## config.mk

```make
export PLATFORM = sky130hd
export DESIGN_NAME = averager_moving_powers_of_two_flat
export DESIGN_NICKNAME = d
export VERILOG_FILES = /design/src/rtl/averager_moving_powers_of_two_if.sv /design/src/rtl/averager_moving_powers_of_two.sv /design/src/flat_wrapper.sv
export SDC_FILE = /design/constraint.sdc
export NUM_CORES = 1
export LEC_CHECK = 0
export ABC_AREA = 1
export BUFFER_PORTS_ARGS = -buffer_cell sky130_fd_sc_hd__buf_2
export CAP_MARGIN = 20
export CORE_MARGIN = 2
export CORE_UTILIZATION = 41
export DETAILED_ROUTE_END_ITERATION = 8
export PLACE_DENSITY_LB_ADDON = 0.3
export SLEW_MARGIN = 0
export SYNTH_ARGS = -nofsm -noshare
export SYNTH_HDL_FRONTEND = slang
export SYNTH_SLANG_ARGS = --single-unit
```

## constraint.sdc

```tcl
create_clock -name i_clock -period 7.59 [get_ports i_clock]
set_input_delay 1.518 -clock i_clock [delete_from_list [all_inputs] [get_ports i_clock]]
set_output_delay 1.518 -clock i_clock [all_outputs]
set_load 0.02 [all_outputs]
```

## src/rtl/averager_moving_powers_of_two_if.sv

```systemverilog
// Sample/average handshake bundle for averager_moving_powers_of_two.
// master = upstream/downstream datapath side, slave = the averager.
interface averager_moving_powers_of_two_if #(
    parameter int WORD_WIDTH     = 16,
    parameter int EXPONENT_WIDTH = 3
);
    logic [EXPONENT_WIDTH-1:0]      window_exponent;
    logic                           restart_average;
    logic                           input_valid;
    logic                           input_ready;
    logic signed [WORD_WIDTH-1:0]   input_sample;
    logic                           input_overflow;
    logic                           output_valid;
    logic                           output_ready;
    logic signed [WORD_WIDTH-1:0]   output_average;

    modport master (
        output window_exponent, restart_average, input_valid, input_sample, output_ready,
        input  input_ready, input_overflow, output_valid, output_average
    );

    modport slave (
        input  window_exponent, restart_average, input_valid, input_sample, output_ready,
        output input_ready, input_overflow, output_valid, output_average
    );
endinterface

```

## src/rtl/averager_moving_powers_of_two.sv

```systemverilog
// Sliding-window (boxcar) average over a runtime-selectable 2^E window, divide by shift.
// Define AVERAGER_MOVING_ROUNDING_EN for round-half-away-from-zero with saturation.
//
//  state   | meaning
//  FILLING | fewer than 2^E samples in the window, no outputs yet
//  RUNNING | window full, every accepted sample produces an average
module averager_moving_powers_of_two #(
    parameter int WORD_WIDTH     = 16,
    parameter int MAX_EXPONENT   = 4,
    parameter int EXPONENT_WIDTH = 3
) (
    input  logic                          i_clock,
    input  logic                          i_clear,
    averager_moving_powers_of_two_if.slave bus
);
    localparam int DEPTH = 1 << MAX_EXPONENT;
    localparam int ACC_W = WORD_WIDTH + MAX_EXPONENT;
    localparam int EXT_W = ACC_W + 2;
    localparam int DIV_W = ACC_W + 1;
    localparam int PTR_W = (MAX_EXPONENT > 0) ? MAX_EXPONENT : 1;
    localparam int CNT_W = MAX_EXPONENT + 1;

    typedef enum logic {
        FILLING = 1'b0,
        RUNNING = 1'b1
    } state_t;

    state_t                       r_state;
    state_t                       w_state_next;
    logic                         r_restart_q;
    logic [EXPONENT_WIDTH-1:0]    r_exp;
    logic signed [ACC_W-1:0]      r_sum;
    logic [CNT_W-1:0]             r_fill_count;
    logic [PTR_W-1:0]             r_wr_ptr;
    logic                         r_out_valid;
    logic signed [WORD_WIDTH-1:0] r_out_avg;
    logic                         r_overflow;
    logic signed [WORD_WIDTH-1:0] r_history [DEPTH];

    logic [EXPONENT_WIDTH-1:0]    w_exp_clamped;
    logic [CNT_W-1:0]             w_window;
    logic                         w_producing;
    logic                         w_restart_pulse;
    logic                         w_input_ready;
    logic                         w_accept;
    logic [PTR_W-1:0]             w_rd_ptr;
    logic signed [WORD_WIDTH-1:0] w_old;
    logic signed [EXT_W-1:0]      w_sum_ext;
    logic                         w_overflow;
    logic signed [ACC_W-1:0]      w_sum_next;
    logic signed [DIV_W-1:0]      w_sum_div;
    logic signed [DIV_W-1:0]      w_bias;
    logic signed [DIV_W-1:0]      w_biased;
    logic signed [WORD_WIDTH-1:0] w_avg;

    always_comb begin
        w_exp_clamped = bus.window_exponent;
        if (bus.window_exponent > EXPONENT_WIDTH'(MAX_EXPONENT))
            w_exp_clamped = EXPONENT_WIDTH'(MAX_EXPONENT);
    end

    assign w_window        = CNT_W'(1) << r_exp;
    assign w_producing     = (r_state == RUNNING) || (r_fill_count == w_window - CNT_W'(1));
    assign w_restart_pulse = bus.restart_average & ~r_restart_q;
    assign w_input_ready   = !w_restart_pulse && (!w_producing || !r_out_valid || bus.output_ready);
    assign w_accept        = bus.input_valid && w_input_ready;

    // Sample leaving the window sits 2^E slots behind the write pointer.
    assign w_rd_ptr  = r_wr_ptr - w_window[PTR_W-1:0];
    assign w_old     = (r_state == RUNNING) ? r_history[w_rd_ptr] : '0;

    assign w_sum_ext = {{(EXT_W-ACC_W){r_sum[ACC_W-1]}}, r_sum}
                     + {{(EXT_W-WORD_WIDTH){bus.input_sample[WORD_WIDTH-1]}}, bus.input_sample}
                     - {{(EXT_W-WORD_WIDTH){w_old[WORD_WIDTH-1]}}, w_old};
    assign w_overflow = !((&w_sum_ext[EXT_W-1:ACC_W-1]) || !(|w_sum_ext[EXT_W-1:ACC_W-1]));
    assign w_sum_next = w_sum_ext[ACC_W-1:0];
    assign w_sum_div  = {w_sum_next[ACC_W-1], w_sum_next};

`ifdef AVERAGER_MOVING_ROUNDING_EN
    localparam logic signed [DIV_W-1:0] SAT_MAX = {{(DIV_W-WORD_WIDTH+1){1'b0}}, {(WORD_WIDTH-1){1'b1}}};
    localparam logic signed [DIV_W-1:0] SAT_MIN = {{(DIV_W-WORD_WIDTH+1){1'b1}}, {(WORD_WIDTH-1){1'b0}}};
    logic signed [DIV_W-1:0] w_half;
    logic signed [DIV_W-1:0] w_quot;

    // Negative side: truncating (sum - half) toward zero equals floor(sum + half - 1).
    always_comb begin
        w_half = '0;
        w_bias = '0;
        if (r_exp != '0) begin
            w_half = DIV_W'(1) << (r_exp - EXPONENT_WIDTH'(1));
            w_bias = w_sum_next[ACC_W-1] ? (w_half - DIV_W'(1)) : w_half;
        end
    end

    assign w_biased = w_sum_div + w_bias;
    assign w_quot   = w_biased >>> r_exp;

    always_comb begin
        w_avg = w_quot[WORD_WIDTH-1:0];
        if (w_quot > SAT_MAX)
            w_avg = SAT_MAX[WORD_WIDTH-1:0];
        else if (w_quot < SAT_MIN)
            w_avg = SAT_MIN[WORD_WIDTH-1:0];
    end
`else
    assign w_bias   = w_sum_next[ACC_W-1] ? ((DIV_W'(1) << r_exp) - DIV_W'(1)) : '0;
    assign w_biased = w_sum_div + w_bias;
    assign w_avg    = WORD_WIDTH'(w_biased >>> r_exp);
`endif

    always_comb begin
        w_state_next = r_state;
        if (w_restart_pulse)
            w_state_next = FILLING;
        else if (w_accept && w_producing)
            w_state_next = RUNNING;
    end

    always_ff @(posedge i_clock) begin
        if (i_clear)
            r_state <= FILLING;
        else
            r_state <= w_state_next;
    end

    always_ff @(posedge i_clock) begin
        r_restart_q <= bus.restart_average;
        if (i_clear || w_restart_pulse) begin
            r_exp        <= w_exp_clamped;
            r_sum        <= '0;
            r_fill_count <= '0;
            r_wr_ptr     <= '0;
            r_out_valid  <= 1'b0;
            r_out_avg    <= '0;
            r_overflow   <= 1'b0;
        end else begin
            if (r_out_valid && bus.output_ready)
                r_out_valid <= 1'b0;
            if (w_accept) begin
                r_sum    <= w_sum_next;
                r_wr_ptr <= r_wr_ptr + PTR_W'(1);
                if (r_state == FILLING)
                    r_fill_count <= r_fill_count + CNT_W'(1);
                if (w_overflow)
                    r_overflow <= 1'b1;
                if (w_producing) begin
                    r_out_valid <= 1'b1;
                    r_out_avg   <= w_avg;
                end
            end
        end
    end

    always_ff @(posedge i_clock) begin
        if (w_accept && !i_clear)
            r_history[r_wr_ptr] <= bus.input_sample;
    end

    assign bus.input_ready    = w_input_ready;
    assign bus.input_overflow = r_overflow;
    assign bus.output_valid   = r_out_valid;
    assign bus.output_average = r_out_avg;
endmodule

```

## src/flat_wrapper.sv

```systemverilog
// flat-port wrapper written by rule: the top's interface ports become plain ports
module averager_moving_powers_of_two_flat 
#(
    parameter int WORD_WIDTH     = 16,
    parameter int MAX_EXPONENT   = 4,
    parameter int EXPONENT_WIDTH = 3
)
  (i_clock, i_clear, bus_window_exponent, bus_restart_average, bus_input_valid, bus_input_sample, bus_output_ready, bus_input_ready, bus_input_overflow, bus_output_valid, bus_output_average);
  averager_moving_powers_of_two_if #(.WORD_WIDTH(WORD_WIDTH), .EXPONENT_WIDTH(EXPONENT_WIDTH)) bus_i ();
  input  logic i_clock;
  input  logic i_clear;
  input wire logic [$bits(bus_i.window_exponent)-1:0] bus_window_exponent;
  input wire logic [$bits(bus_i.restart_average)-1:0] bus_restart_average;
  input wire logic [$bits(bus_i.input_valid)-1:0] bus_input_valid;
  input wire logic [$bits(bus_i.input_sample)-1:0] bus_input_sample;
  input wire logic [$bits(bus_i.output_ready)-1:0] bus_output_ready;
  output wire logic [$bits(bus_i.input_ready)-1:0] bus_input_ready;
  output wire logic [$bits(bus_i.input_overflow)-1:0] bus_input_overflow;
  output wire logic [$bits(bus_i.output_valid)-1:0] bus_output_valid;
  output wire logic [$bits(bus_i.output_average)-1:0] bus_output_average;
  assign bus_i.window_exponent = bus_window_exponent;
  assign bus_i.restart_average = bus_restart_average;
  assign bus_i.input_valid = bus_input_valid;
  assign bus_i.input_sample = bus_input_sample;
  assign bus_i.output_ready = bus_output_ready;
  assign bus_input_ready = bus_i.input_ready;
  assign bus_input_overflow = bus_i.input_overflow;
  assign bus_output_valid = bus_i.output_valid;
  assign bus_output_average = bus_i.output_average;
  averager_moving_powers_of_two #(.WORD_WIDTH(WORD_WIDTH), .MAX_EXPONENT(MAX_EXPONENT), .EXPONENT_WIDTH(EXPONENT_WIDTH)) u_core (.i_clock(i_clock), .i_clear(i_clear), .bus(bus_i));
endmodule
```

==> results of run 1 <==
worst min-delay path, delay by kind of cell (launching register included):
kind | cells | cell delay [ns]
flops | 1 | 0.30
compound gates | 1 | 0.05
buf+inv | 1 | 0.04
logic make-up (layout without fill, tap and decap cells):
| group | after synthesis | after routing |
|---|---|---|
| simple gates | 661 | 661 |
| compound gates | 321 | 321 |
| flops | 308 | 308 |
| buf+inv | 233 | 303 |
| fa+ha+maj | 69 | 69 |
| xor+xnor | 31 | 31 |
| other cells | 1 | 4 |
| mux | 1 | 1 |
what timing repair did:
action,in CTS,in global routing
pin swaps,0,7
cloned,0,2
endpoints found under the setup margin,7,15
buffers inserted,0,2
gates resized for setup,1,31
hold buffers,0,0
cells in the mapped netlist (all sizes together), types with 6 or more instances:
library cell / n
ha: 47
inv: 154
clkbuf: 63
nand4: 8
nand2: 452
nand3: 102
nor3: 13
dfxtp: 49
xor2: 21
edfxtp: 259
a21oi: 151
fa: 22
a32o: 32
o21bai: 6
o21ai: 79
buf: 14
nor2: 82
a32oi: 32
xnor2: 10
placed cells by master, fill, tap and decap left out, drive strengths merged, types with 45 or more instances in the layout:
cell type    n
ha          47
clkbuf      45
nand2      452
edfxtp     259
buf         84
inv        155
nor2        82
a21oi      151
o21ai       79
nand3      102
dfxtp       49
final cells by class:
type,instances,share of cell area
tap,511,0.0354
clock buffer,43,0.0507
multi-input combinational,1087,0.349
sequential,308,0.485
timing repair buffer,86,0.0382
clock inverter,18,0.00887
inverter,156,0.0326
through the flow:
stage	setup TNS, ns	total power, uW	instances	cell area [sq um]
global route	-0.0406	5300	2209	18000
CTS	0	4980	2204	17900
floorplan	0	3010	1628	15800
detailed placement	-0.0454	3380	2143	16800
finish	0	5010	2209	18000
global placement	0	3370	2143	16800
sequential cells by signal, summed over array words and instances, names as in the netlist:
| signal | cells |
|---|---|
| u_core.bus.input_overflow | 1 |
| u_core.bus.output_average | 16 |
| u_core.bus.output_valid | 1 |
| u_core.r_exp | 3 |
| u_core.r_fill_count | 5 |
| u_core.r_history | 256 |
| u_core.r_restart_q | 1 |
| u_core.r_state | 1 |
| u_core.r_sum | 20 |
| u_core.r_wr_ptr | 4 |
how the worst max path moves through the flow:
| stage | to | slack, ns | start | depth (start not counted) |
|---|---|---|---|---|
| after floorplan | u_core.bus.output_average[12] | 0.48 | u_core.r_exp[1] | 45 |
| after global placement | u_core.bus.output_average[14] | 0.17 | u_core.r_exp[1] | 46 |
| after detailed placement | u_core.bus.output_average[12] | -0.03 | u_core.r_exp[1] | 44 |
| after CTS | u_core.bus.output_average[12] | 0.05 | u_core.r_exp[1] | 44 |
| after global routing | u_core.bus.output_average[9] | -0.02 | u_core.r_exp[1] | 42 |
| final | u_core.bus.output_average[12] | 0.57 | u_core.r_exp[1] | 43 |
power groups by stage:
stage / registers [uW] / clock network, uW / logic (uW)
2_1_floorplan: 1900 / 0 / 1110
3_3_place_gp: 1900 / 0 / 1470
3_5_place_dp: 1900 / 0 / 1480
4_1_cts: 1860 / 1620 / 1500
5_1_grt: 1860 / 1690 / 1750
6_report: 1860 / 1600 / 1550
routing by layer:
metal,vias to the layer above,wire length (um),GRT usage
met5,-,0,0
met4,0,962,0.0589
met3,63,1800,0.0285
met2,287,18900,0.332
met1,5777,18400,0.272
li1,5708,-,-
==> flow_summary.toml, run 1 <==
[run_status]
outcome = "completed"

[setup_path]
reg2reg_setup_slack_ns = 0.57
r2r_start = "u_core.r_exp[1]"
cp.required_ns = 8.01
crit_path_top_delay_cell = "fa_4"
cpPeakStageDelay_ns = 0.86
crit_type = "flop to flop"
reg2regPathDepth = 43
worst_path_most_repeated_cell = "nand2_1"
critical_path_arrival_ns = 7.44
worstPathMaxFanout = 28
worst-path-buf-inv = 5
start_kind = "flop"
r2r-end = "u_core.bus.output_average[12]"
crit_family = "adder cells"
critical_path_end_type = "flop"

[min_path]
holdCritStartpoint = "u_core.bus.input_overflow"
holdCritPathClass = "flop to flop"
holdPathEnd = "u_core.bus.input_overflow"
whs_path_depth = 2

[power]
netSwitchingFraction = 0.342
proportion_of_power_drawn_by_the_clock_network = 0.319
vdd_drop_max_uv = 199
share_comb_of_total_power = 0.309
power_leakage_uw = 0.00693
switching_power_uw = 1710
internal_power_uw = 3300
sequentialPowerShare = 0.372
power-per-cell-area_mw_per_mm2 = 278

[cts]
tritoncts = "done"
cts.sink_count = 308
clk_root_buffer_cell = "clkbuf_16"
cts.clk_slew.worst_paths_ns = 0.05
clkLatencyLatePin_ns = 0.54
cts_max_level = 2
cts_made_buffers = 34
ctsLongestPathBuffers = 3

[place]
portBuffers = 42
dp_slack_ns = -0.0298
dp_hpwl_um = 25600
gp_congestion = 0.865

[finish]
drive_above_1_share = 0.126
area.growth.synth_to_final_pct = 14.4
nNetsFinal = 1766
layout.filler_cells = 3469
multi_input_comb_area_sq_mm = 0.00630
final_core_util = 0.478
final-seq-area_sq_mm = 0.00876
antenna-diode-count = 0

[floorplan]
io_pins = 43
initial_utilization = 0.418
floorplan.rows = 71
die_w_um = 200
dieHeight_um = 200
dieArea_sq_mm = 0.0401
core_region_area_sq_mm = 0.0378

[routing]
postRouteAntennaNets = 0
routed_via_count_divided_by_cell_count = 5.36
wire_per_inst_um = 18.1
routed-via-count = 11800
route.final.wire_length_um = 40000
route.detailed.drc = 0
drt_pass_1_iters = 5
initialDrtViolationCount = 915

[synth]
postSynth.asyncResetShare = 0
synth-main-ff-cell = "edfxtp_1"
synth_xor_area_frac = 0.0172
synthesis.instances = 1625
synth_top_family_by_area = "simple AND/OR/NAND/NOR gates"
synth_enable_flop_cells = 259
synth-seq-cells = 308
adder_cell_share_of_the_synthesized_area = 0.0652
yosysWarningCount = 0
postSynthAreaPerCell_sq_um = 9.71
synth_top_area_cell = "edfxtp_1"
cell_area_after_synthesis_sq_mm = 0.0158
yosysUniqueCellTypes = 51
synthSimpleGateAreaFrac = 0.180
synth_area_leaders = "edfxtp_1 49%, nand2_1 10%, dfxtp_1 6.2%"
synth_compound_gate_area_share = 0.125
yosys.area.top_type_share = 0.493
synth-seq-area-share = 0.555
multiplexer_share_of_the_synthesized_area = 0.000634

[sta]
fin_crit_sh = 0.925
worst_slew_margin_rel = 0.220
period_minus_slack_ns = 7.02
slew_violations = 0
timing.final.hold_violations = 0
setup_slack_ns = 0.571
grt_setup_unrepaired = "yes"
finalClockSkew_ns = 0.0139
worstMarginPinSlew_ns = 1.17
fmaxAchievable_mhz = 142
final_hold_slack_ns = 0.454
setup_failing_eps_final = 0

[global_routing]
grt_util_all_layers = 0.199
vias_in_the_first_global_route = 11500
grt_overflow_total = 0
first_pass_grt_wire_length_um = 63700
grt_start_max_net_pins = 129
antenna_violations_before_repair = 0

[run]
maxCapViolations = 0
(Power assumes the default switching activity.)
==> run 2: changes to the inputs <==
Settings changed: PLACE_DENSITY_LB_ADDON 0.3 to default.
==> flow_summary.toml, run 2 (synthesis results as in run 1) <==
[global_routing]
vias_in_the_first_global_route = 11500
grt_util_all_layers = 0.198
first_pass_grt_wire_length_um = 63100
grt_overflow_total = 0
grt_start_max_net_pins = 129
antenna_violations_before_repair = 0

[sta]
setup_slack_ns = 0.586
setup_failing_eps_final = 0
worst_slew_margin_rel = 0.303
final_hold_slack_ns = 0.462
timing.final.hold_violations = 0
slew_violations = 0
fmaxAchievable_mhz = 143
fin_crit_sh = 0.923
finalClockSkew_ns = 0.0256
period_minus_slack_ns = 7.00
worstMarginPinSlew_ns = 1.04

[routing]
postRouteAntennaNets = 0
routed-via-count = 11700
routed_via_count_divided_by_cell_count = 5.29
wire_per_inst_um = 18.1
initialDrtViolationCount = 938
route.detailed.drc = 0
drt_pass_1_iters = 5
route.final.wire_length_um = 40100

[power]
internal_power_uw = 3350
sequentialPowerShare = 0.368
netSwitchingFraction = 0.337
proportion_of_power_drawn_by_the_clock_network = 0.327
power_leakage_uw = 0.00699
power-per-cell-area_mw_per_mm2 = 279
switching_power_uw = 1710
share_comb_of_total_power = 0.305
vdd_drop_max_uv = 133

[finish]
final_core_util = 0.481
final_cell_mix = "432 x nand2_1, 259 x edfxtp_1, 149 x inv_1, 136 x a21oi_1, 95 x nand3_1"
nNetsFinal = 1776
antenna-diode-count = 0
largest_register_ff_count = 256
layout.cells.most_common = "nand2_1"
top_register = "u_core.r_history"
drive_above_1_share = 0.133
area.growth.synth_to_final_pct = 15.1

[min_path]
holdCritPathClass = "flop to flop"

[cts]
cts_max_level = 2
tritoncts = "done"
cts.clk_slew.worst_paths_ns = 0.05
cts_made_buffers = 37
clk_root_buffer_cell = "clkbuf_16"
clkLatencyLatePin_ns = 0.56
ctsLongestPathBuffers = 3
cts.sink_count = 308

[floorplan]
die_w_um = 200
core_region_area_sq_mm = 0.0378
floorplan.rows = 71
dieHeight_um = 200
io_pins = 43
initial_utilization = 0.418
dieArea_sq_mm = 0.0401

[setup_path]
critical_path_arrival_ns = 7.38
start_kind = "flop"
reg2regPathDepth = 44
cp.required_ns = 7.97
cpPeakStageDelay_ns = 0.84
worstSetupStartpoint = "u_core.r_exp[1]"
critical_path_end_type = "flop"
r2r_start = "u_core.r_exp[1]"
reg2reg_setup_slack_ns = 0.59
timing.critical_path.to = "u_core.bus.output_average[9]"
crit_type = "flop to flop"
worst_path_most_repeated_cell = "nand2_1"
worstPathMaxFanout = 22
crit_path_top_delay_cell = "fa_4"
r2r-end = "u_core.bus.output_average[9]"

[run]
maxCapViolations = 0

[run_status]
outcome = "completed"

[place]
dp_slack_ns = 0.224
portBuffers = 42
dp_hpwl_um = 25900
gp_congestion = 0.837
[run 2: changes by cell type in the layout (fill, tap and decap cells not counted), moves of 2 or more]
cell	delta
clkinvlp_4	-2
clkbuf_1	+3
nor2_1	-5
ha_4	+2
clkinv_2	-3
o21ai_1	-3
ha_1	-3
clkinv_4	+3
nor2_2	+6
buf_6	-2
buf_4	+10
o21ai_0	+4
clkbuf_16	+3
[run 2: cell type report]
| type | count | area [sq um] |
|---|---|---|
| inverter | 156 | 589 |
| tap | 511 | 639 |
| sequential | 308 | 8760 |
| clock inverter | 16 | 154 |
| multi-input combinational | 1087 | 6330 |
| timing repair buffer | 93 | 719 |
| fill | 3501 | 19600 |
| clock buffer | 48 | 977 |
[run 2: per-stage QoR]
stage               std cells  setup TNS (ns)  total power [uW]  area, sq um
finish                   2219               0              5060        18200
CTS                      2213               0              5040        18000
detailed placement       2149               0              3370        16800
global route             2219         -0.0447              5370        18200
global placement         2149               0              3360        16800
floorplan                1628               0              3010        15800
[run 2: worst min path at each step]
| stage | from | to | slack (ns) | cells past startpoint |
|---|---|---|---|---|
| after global routing | u_core.bus.output_average[6] | u_core.bus.output_average[6] | 0.49 | 2 |
| after detailed placement | u_core.bus.input_overflow | u_core.bus.input_overflow | 0.45 | 2 |
| after floorplan | u_core.r_sum[0] | u_core.r_sum[0] | 0.44 | 2 |
| after CTS | u_core.bus.output_average[5] | u_core.bus.output_average[5] | 0.47 | 2 |
| final | u_core.bus.output_average[5] | u_core.bus.output_average[5] | 0.46 | 2 |
| after global placement | u_core.bus.input_overflow | u_core.bus.input_overflow | 0.44 | 2 |
[run 2: routing by layer]
layer	vias up	part of all wire	global-route usage
met1	5660	0.47	0.272
met2	293	0.46	0.322
met3	67	0.052	0.0351
met4	0	0.022	0.0589
li1	5724	-	-
met5	-	0	0
[run 2: power by group through the flow]
stage                     Clock [uW]  Sequential [uW]  Combinational, uW
final                           1650             1860               1540
after global placement             0             1900               1470
after detailed placement           0             1900               1480
after floorplan                    0             1900               1110
after CTS                       1690             1860               1490
after global routing            1760             1860               1750
[run 2: critical path, delay by kind of cell (launching register included)]
kind,cells,cell delay [ns]
AND/OR/NAND/NOR,24,2.19
AO/OA/AOI/OAI,8,1.24
flip-flops,1,0.39
adder cells (fa/ha/maj),6,2.40
buffers and inverters,6,0.63
[run 2: what timing repair did]
action	CTS	global route
setup endpoints to repair	0	14
setup buffers	0	3
hold buffers	0	0
gates resized for setup	0	26
==> run 3: changes to the inputs <==
Settings changed: CELL_PAD_IN_SITES_DETAIL_PLACEMENT from default to 0, CELL_PAD_IN_SITES_GLOBAL_PLACEMENT from default to 1, PLACE_DENSITY_LB_ADDON from default to 0.1.
==> flow_summary.toml, run 3 (synthesis results as in run 1) <==
[setup_path]
worstPathMaxFanout = 26
reg2reg_setup_slack_ns = 0.51
start_kind = "flop"
worst-path-buf-inv = 12
cpPeakStageDelay_ns = 0.77
worst_path_most_repeated_cell = "nand2_1"
crit_type = "flop to flop"
cp.required_ns = 7.97
critical_path_arrival_ns = 7.46
critical_path_end_type = "flop"
crit_path_top_delay_cell = "fa_4"
crit_family = "adder cells"

[power]
share_comb_of_total_power = 0.315
vdd_drop_max_uv = 145
power-per-cell-area_mw_per_mm2 = 280
switching_power_uw = 1730
proportion_of_power_drawn_by_the_clock_network = 0.320
sequentialPowerShare = 0.365
netSwitchingFraction = 0.339
power_leakage_uw = 0.00698
internal_power_uw = 3370

[finish]
antenna-diode-count = 0
area.growth.synth_to_final_pct = 15.2
fin_area_sq_mm = 0.0182
largest_register_ff_count = 256
nNetsFinal = 1772
layout.cells.most_common = "nand2_1"
top_register = "u_core.r_history"
final_cell_mix = "432 x nand2_1, 259 x edfxtp_1, 148 x inv_1, 136 x a21oi_1, 94 x nand3_1"
post_layout_nonfiller_instances = 2214
drive_above_1_share = 0.129
layout.filler_cells = 3634

[run]
maxCapViolations = 0

[place]
dp_hpwl_um = 27700
placedInstanceArea_sq_mm = 0.0168
portBuffers = 42
gp_congestion = 0.826
post-place-cells = 2145

[sta]
finalClockSkew_ns = 0.0168
timing.final.hold_violations = 0
slew_violations = 0
worst_slew_margin_rel = 0.355
fin_crit_sh = 0.933
tns_ns = 0
period_minus_slack_ns = 7.08
final_hold_slack_ns = 0.456
fmaxAchievable_mhz = 141
worstMarginPinSlew_ns = 0.966
setup_failing_eps_final = 0

[floorplan]
die_w_um = 200
core_region_area_sq_mm = 0.0378
initial_utilization = 0.418
dieArea_sq_mm = 0.0401
dieHeight_um = 200
io_pins = 43
floorplan.rows = 71

[global_routing]
antenna_violations_before_repair = 0
vias_in_the_first_global_route = 11400
grt_start_max_net_pins = 65
grt_util_all_layers = 0.212
first_pass_grt_wire_length_um = 66100
grt_overflow_total = 0

[run_status]
outcome = "completed"

[cts]
tritoncts = "done"
ctsLongestPathBuffers = 3
clkLatencyLatePin_ns = 0.54
cts_made_buffers = 35
clk_root_buffer_cell = "clkbuf_16"
cts.clk_slew.worst_paths_ns = 0.06
cts.sink_count = 308
post_cts_hold_buffer_count = 0
cts_max_level = 2

[routing]
drt_pass_1_iters = 5
routed_via_count_divided_by_cell_count = 5.28
initialDrtViolationCount = 744
met1Wirelength_um = 19600
met3RoutedLength_um = 1550
detailroute.wirelength.met2_um = 20700
dr.max_layer_used = "met4"
route.final.wire_length_um = 42800
routed-via-count = 11700
wire_per_inst_um = 19.3
route.detailed.drc = 0
postRouteAntennaNets = 0

[min_path]
holdCritPathClass = "flop to flop"
==> run 3: area by class of cell <==
cell class / instances / area (sq um) / area share
Clock buffer: 43 / 916 / 0.0504
Tap cell: 511 / 639 / 0.0352
Sequential cell: 308 / 8760 / 0.482
Timing Repair Buffer: 91 / 764 / 0.0421
Clock inverter: 18 / 168 / 0.00922
Inverter: 156 / 589 / 0.0324
Multi-Input combinational cell: 1087 / 6340 / 0.349
==> run 3: worst paths after layout <==
path	from	endpoint	cells after the start
setup reg to reg	u_core.r_exp[1]	u_core.bus.output_average[14]	42
hold / removal	u_core.bus.input_overflow	u_core.bus.input_overflow	2
hold reg to reg	u_core.bus.input_overflow	u_core.bus.input_overflow	2
setup / recovery	u_core.r_exp[1]	u_core.bus.output_average[14]	42
==> run 3: timing repair <==
| action | 4_1_cts | 5_1_grt |
|---|---|---|
| resized for setup | 0 | 35 |
| endpoints found under the setup margin | 0 | 16 |
| buffers inserted | 0 | 4 |
==> run 3: worst reg2reg max path: cells and delay by family (launching register included) <==
kind                     cells  cell delay, ns
AO/OA/AOI/OAI               12            1.88
AND/OR/NAND/NOR             12            1.13
XOR/XNOR                     1            0.24
adder cells (fa/ha/maj)      5            2.01
flip-flops                   1            0.42
buffers and inverters       12            1.27
==> run 3: power groups by stage <==
stage | Combinational (uW) | Sequential [uW] | Clock (uW)
floorplan | 1110 | 1900 | 0
global placement | 1530 | 1900 | 0
detailed placement | 1530 | 1900 | 0
CTS | 1540 | 1860 | 1670
global route | 1820 | 1860 | 1730
finish | 1610 | 1860 | 1630
==> run 3: per-layer routing <==
metal	vias up	global-route usage
li1	5722	-
met5	-	0
met4	0	0.0653
met3	62	0.0298
met1	5707	0.281
met2	199	0.361
==> run 3: through the flow <==
stage / utilization / setup slack (ns) / power (uW)
6_report: 0.481 / 0.512 / 5100
3_3_place_gp: 0.445 / 0.151 / 3430
4_1_cts: 0.474 / 0.00608 / 5070
2_1_floorplan: - / 0.484 / 3010
3_5_place_dp: 0.445 / 0.0233 / 3430
5_1_grt: 0.481 / -0.0259 / 5410
